==> src/rtl/add_share_arbiter.sv <==
// add_share_arbiter
//
// Shares one WIDTH-bit add/subtract unit between NUM_REQ requesters. Each cycle,
// at most one valid request is granted. The grant is round-robin, starting from
// ptr_q. The granted operation is computed combinationally and captured in a
// single-entry output register, together with the requester index, so that the
// consumer can route the result back.
//
// Ports:
//   clock        - single clock, rising edge
//   reset        - synchronous, active-high
//   req_valid    - per-requester valid
//   req_a/req_b  - per-requester operands, requester i at [i*WIDTH +: WIDTH]
//   req_sub      - per-requester op select (1: A-B, 0: A+B)
//   req_ready    - one-hot grant or all zero (combinational)
//   rsp_valid    - output register holds a result
//   rsp_id       - index of the requester that produced the result
//   rsp_sum      - result
//   rsp_carry    - carry out of MSB (for subtract, 1 means no borrow)
//   rsp_overflow - two's-complement signed overflow
//   rsp_ready    - consumer accepts the result

module add_share_arbiter #(
  parameter int unsigned NUM_REQ = 4,
  parameter int unsigned WIDTH   = 32,
  parameter int unsigned ID_W    = $clog2(NUM_REQ)
) (
  input  logic                     clock,
  input  logic                     reset,
  input  logic [NUM_REQ-1:0]       req_valid,
  input  logic [NUM_REQ*WIDTH-1:0] req_a,
  input  logic [NUM_REQ*WIDTH-1:0] req_b,
  input  logic [NUM_REQ-1:0]       req_sub,
  output logic [NUM_REQ-1:0]       req_ready,
  output logic                     rsp_valid,
  output logic [ID_W-1:0]          rsp_id,
  output logic [WIDTH-1:0]         rsp_sum,
  output logic                     rsp_carry,
  output logic                     rsp_overflow,
  input  logic                     rsp_ready
);

  // Round-robin pointer: the first index to consider for the next grant.
  logic [ID_W-1:0] ptr_q, ptr_d;

  // Output register.
  logic             rsp_valid_q;
  logic [ID_W-1:0]  rsp_id_q;
  logic [WIDTH-1:0] rsp_sum_q;
  logic             rsp_carry_q;
  logic             rsp_overflow_q;

  logic            slot_free;
  logic            grant_any;
  logic [ID_W-1:0] grant_idx;
  logic            accept;

  // Selected operation and arithmetic results.
  logic [WIDTH-1:0] op_a, op_b, b_eff;
  logic             op_sub;
  logic [WIDTH:0]   sum_full;
  logic             ovf;

  // Round-robin search from ptr_q. The index is computed modulo NUM_REQ in
  // ID_W+1 bits, so that NUM_REQ need not be a power of two.
  always_comb begin
    logic [ID_W:0] idx_wide;
    logic [ID_W-1:0] idx;
    grant_any = 1'b0;
    grant_idx = '0;
    idx_wide  = '0;
    idx       = '0;
    for (int unsigned k = 0; k < NUM_REQ; k++) begin
      idx_wide = {1'b0, ptr_q} + (ID_W + 1)'(k);
      if (idx_wide >= (ID_W + 1)'(NUM_REQ)) begin
        idx_wide = idx_wide - (ID_W + 1)'(NUM_REQ);
      end
      idx = idx_wide[ID_W-1:0];
      if (!grant_any && req_valid[idx]) begin
        grant_any = 1'b1;
        grant_idx = idx;
      end
    end
  end

  // A result can be loaded if the register is empty or is being drained this cycle.
  assign slot_free = !rsp_valid_q || rsp_ready;
  assign accept    = grant_any && slot_free && !reset;

  always_comb begin
    req_ready = '0;
    if (accept) begin
      req_ready[grant_idx] = 1'b1;
    end
  end

  // Operand mux for the granted requester.
  always_comb begin
    op_a   = '0;
    op_b   = '0;
    op_sub = 1'b0;
    for (int unsigned i = 0; i < NUM_REQ; i++) begin
      if (grant_idx == ID_W'(i)) begin
        op_a   = req_a[i*WIDTH +: WIDTH];
        op_b   = req_b[i*WIDTH +: WIDTH];
        op_sub = req_sub[i];
      end
    end
  end

  // Subtract is A + ~B + 1, so the carry out means "no borrow".
  assign b_eff    = op_sub ? ~op_b : op_b;
  assign sum_full = {1'b0, op_a} + {1'b0, b_eff} + {{WIDTH{1'b0}}, op_sub};
  assign ovf      = (op_a[WIDTH-1] == b_eff[WIDTH-1]) && (sum_full[WIDTH-1] != op_a[WIDTH-1]);

  always_comb begin
    ptr_d = ptr_q;
    if (accept) begin
      if (grant_idx == ID_W'(NUM_REQ - 1)) begin
        ptr_d = '0;
      end else begin
        ptr_d = grant_idx + ID_W'(1);
      end
    end
  end

  always_ff @(posedge clock) begin
    if (reset) begin
      ptr_q          <= '0;
      rsp_valid_q    <= 1'b0;
      rsp_id_q       <= '0;
      rsp_sum_q      <= '0;
      rsp_carry_q    <= 1'b0;
      rsp_overflow_q <= 1'b0;
    end else begin
      ptr_q <= ptr_d;
      if (accept) begin
        // Also covers drain-and-accept in the same cycle: no bubble.
        rsp_valid_q    <= 1'b1;
        rsp_id_q       <= grant_idx;
        rsp_sum_q      <= sum_full[WIDTH-1:0];
        rsp_carry_q    <= sum_full[WIDTH];
        rsp_overflow_q <= ovf;
      end else if (rsp_ready) begin
        // Data fields keep their last value; only valid drops.
        rsp_valid_q <= 1'b0;
      end
    end
  end

  assign rsp_valid    = rsp_valid_q;
  assign rsp_id       = rsp_id_q;
  assign rsp_sum      = rsp_sum_q;
  assign rsp_carry    = rsp_carry_q;
  assign rsp_overflow = rsp_overflow_q;

endmodule

==> config.mk <==
export PLATFORM = sky130hd
export DESIGN_NAME = add_share_arbiter
export DESIGN_NICKNAME = d
export VERILOG_FILES = /design/src/rtl/add_share_arbiter.sv
export SDC_FILE = /design/constraint.sdc
export NUM_CORES = 1
export LEC_CHECK = 0
export CORE_AREA = 2 2 120 122
export DETAILED_ROUTE_END_ITERATION = 10
export DIE_AREA = 0 0 122 124
export PLACE_DENSITY_LB_ADDON = 0.05
export SYNTH_ARGS = -nofsm -noshare
export SYNTH_HDL_FRONTEND = slang
export SYNTH_SLANG_ARGS = --single-unit
==> constraint.sdc <==
create_clock -name clock -period 16.6 [get_ports clock]
set_input_delay 3.32 -clock clock [delete_from_list [all_inputs] [get_ports clock]]
set_output_delay 3.32 -clock clock [all_outputs]
set_load 0.005 [all_outputs]
==> flow_metrics.py <==
metrics = {
    "clocking": {
        "post_cts_resized": 0,
        "cts_buffers": 5,
        "cts.sink_count": 39,
        "cts_buffer_depth": 2,
        "clk-insertion-delay-late_ps": 280,
        "root_buffer": "clkbuf_16",
        "cts.clk_slew.worst_paths_ps": 50,
        "cts_setup_buffers": 0,
        "cts_tree": "done",
        "ctsHoldBuffers": 0,
        "h-tree-depth": 2,
    },
    "cells_and_area": {
        "drive_gt1_share_pct": 3.17,
        "finalNetCount": 1469,
        "fillers": 1354,
        "area_growth_pct": 59.6,
    },
    "placement": {
        "dp_hpwl_um": 17700,
        "port_buffers": 307,
        "place_ws_ps": 7230,
        "place_congestion": 0.887,
    },
    "global_route": {
        "grt_first_pass_wirelength_um": 33000,
        "grt_max_degree": 104,
        "grt_antenna_before_repair": 1,
        "overflow": 0,
        "grt_use_total_pct": 27.9,
        "grt_pass1_vias": 6223,
    },
    "min_path": {
        "hold_path.class": "reg -> reg",
    },
    "job": {
        "max_cap_violations": 0,
    },
    "yosys": {
        "ys_warn_count": 0,
        "synth_cell_type_count": 61,
        "synth_edf_count": 0,
        "syn_avg_cell_area_um2": 6.07,
        "syn_area_mm2": 0.00553,
        "ys.flop_type": "dfxtp_1",
        "async_reset_ff_share_pct": 0,
        "ys_seq_area_share_pct": 14.1,
        "syn_inst": 912,
        "synth_nets": 1215,
        "ys_ff_latch": 39,
    },
    "route": {
        "first_pass_iters": 5,
        "postRouteAntennaNets": 0,
        "dr_total_vias": 6862,
        "viasPerCell": 5.09,
        "drtIter0Drc": 361,
        "wire_per_inst_um": 16.1,
        "route.detailed.drc": 0,
        "wirelength_um": 21700,
    },
    "setup_path": {
        "critical_path_class": "in -> out",
        "worst_path_largest_cell_delay_ps": 540,
        "end_kind": "output port",
        "cpMaxStageDelayCell": "clkdlybuf4s50_1",
        "cp-start-kind": "input port",
        "rrSetupSlack_ps": 10750,
        "critPathRequiredTime_ps": 13280,
        "crit_top_cell": "clkdlybuf4s50_1",
        "crit_chain": "clkdlybuf4s50_1, a21oi_1, o21a_1, o22ai_1, ha_2, buf_4, and2_1, clkdlybuf4s50_1",
        "path_max_fanout": 66,
        "worst-path-buf-inv": 3,
        "arrival_ps": 6060,
        "cp_top_family": "buffers and inverters",
    },
    "die": {
        "pin_count": 308,
        "die_w_um": 122,
        "die-area_mm2": 0.0151,
        "core.rowCount": 43,
        "core-area_mm2": 0.0137,
        "fp.dieH_um": 124,
        "initial_utilization_pct": 40.3,
    },
    "sta": {
        "post-route-period-util_pct": 56.5,
        "setup_viol": 0,
        "finClkSkew_ps": 4.96,
        "maxSlewViolCount": 0,
        "setup_ws_ps": 7220,
        "finalCriticalPeriod_ps": 9380,
        "max_freq_ghz": 0.107,
        "hold_viol": 0,
        "maxSlewHeadroom_pct": 39.8,
        "tns_ps": 0,
        "worst_slew_pin_slew_ps": 902,
        "rsz0062_at_grt": "false",
    },
    "outcome": {
        "status": "complete, no violations",
    },
    "pwr": {
        "p_leak_nw": 3.58,
        "ir_drop_mv": 0.0624,
        "powerDensity_mw_per_mm2": 152,
    },
}
[path summary, 6_finish.rpt]
kind	start	endpoint	cells after the start
setup / recovery	req_valid[0]	req_ready[0]	8
setup reg to reg	ptr_q[1]	rsp_sum[29]	22
hold / removal	rsp_sum[1]	rsp_sum[1]	2
hold reg to reg	rsp_sum[1]	rsp_sum[1]	2
[final cells by class]
type | instances | area, µm² | share of cell area, %
repair buffers | 314 | 3130 | 35.4
inverters | 11 | 41.3 | 0.468
clock inverters | 2 | 35.0 | 0.397
flip-flops and latches | 39 | 781 | 8.84
clock buffers | 6 | 139 | 1.57
multi-input cells | 795 | 4480 | 50.7
diodes | 1 | 2.50 | 0.0283
well taps | 180 | 225 | 2.55
[cell usage after synthesis (3+ instances only)]
library cell,n,share of area (%)
a21oi_1,160,14
nand2_1,147,10
nor2_1,139,9.4
o21ai_0,92,8.3
clkbuf_1,48,3.3
nand3_1,44,4.0
xor2_1,44,7.0
dfxtp_1,39,14
ha_1,35,7.9
a21o_1,18,2.4
xnor2_1,18,2.8
buf_1,12,0.81
o21ai_1,12,1.1
inv_1,9,0.61
nor3_1,7,0.63
o21bai_1,6,0.81
and2_1,5,0.57
a31oi_1,4,0.45
and3_1,4,0.45
nand3b_1,4,0.54
o22ai_1,4,0.45
a31oi_2,3,0.68
buf_4,3,0.41
o211ai_1,3,0.41
o21a_1,3,0.41
or3_1,3,0.34
[per-stage QoR]
stage               instance area (µm²)  power (mW)  hold WS (ps)  cells  utilization (%)
floorplan                          5530       0.902           450    912                -
global placement                   8650        1.21           441   1339             63.1
detailed placement                 8650        1.22           446   1339             63.1
CTS                                8830        1.34           455   1347             64.3
global route                       8830        1.48           482   1348             64.4
finish                             8830        1.34           454   1348             64.4
[sequential cells by signal, summed over array words and instances, names as in the netlist]
name,count
rsp_sum,32
ptr_q,2
rsp_id,2
rsp_carry,1
rsp_overflow,1
rsp_valid,1
[power breakdown]
| part | switching, mW | internal, mW |
|---|---|---|
| Combinational | 0.604 | 0.479 |
| Clock | 0.0374 | 0.0747 |
| Sequential | 0.0181 | 0.132 |
| Total | 0.659 | 0.686 |
[worst register-to-register path: stages (launching register included)]
cell       delay, ps
dfxtp_1          440
mux2i_1          220
nor2_1            60
or3_1            470
inv_1            220
ha_4             400
buf_4            790
nor2_1           140
a21oi_1          150
nor2_1            50
a21oi_1          150
o21ai_0          150
xor2_1           210
ha_1             340
a21oi_1          380
o21ai_1          120
a21oi_1          300
nand2_1          110
a2111oi_2        460
nor2_1           160
a21oi_2          170
xor2_1           160
o21ai_1           70
[placed cells by master, fill, tap and decap left out, types with 9 or more instances in the layout]
cell type        count
o21ai_0             92
nor2_1             139
a21oi_1            160
a21o_1              18
o21ai_1             12
inv_1                9
nand3_1             44
dfxtp_1             39
xnor2_1             18
ha_1                31
xor2_1              44
nand2_1            147
clkdlybuf4s50_1    307
[layer usage]
layer  up-vias  wire [µm]  part of all wire, %  GRT usage, %
li1       3677          -                    -             -
met1      2893       9690                   45          37.4
met2       267       9880                   46          45.9
met3        25       1700                  7.8          5.68
met4         0        420                  1.9          6.90
met5         -          0                    0             0
[kinds of logic after synthesis]
| logic type | share of synthesized area [%] |
|---|---|
| flops | 14.1 |
| simple gates | 28.4 |
| mux | 0.452 |
| fa+ha+maj | 8.28 |
| compound gates | 33.1 |
| buf+inv | 5.81 |
| xor+xnor | 9.81 |
Power figures use the tool's default switching activity.
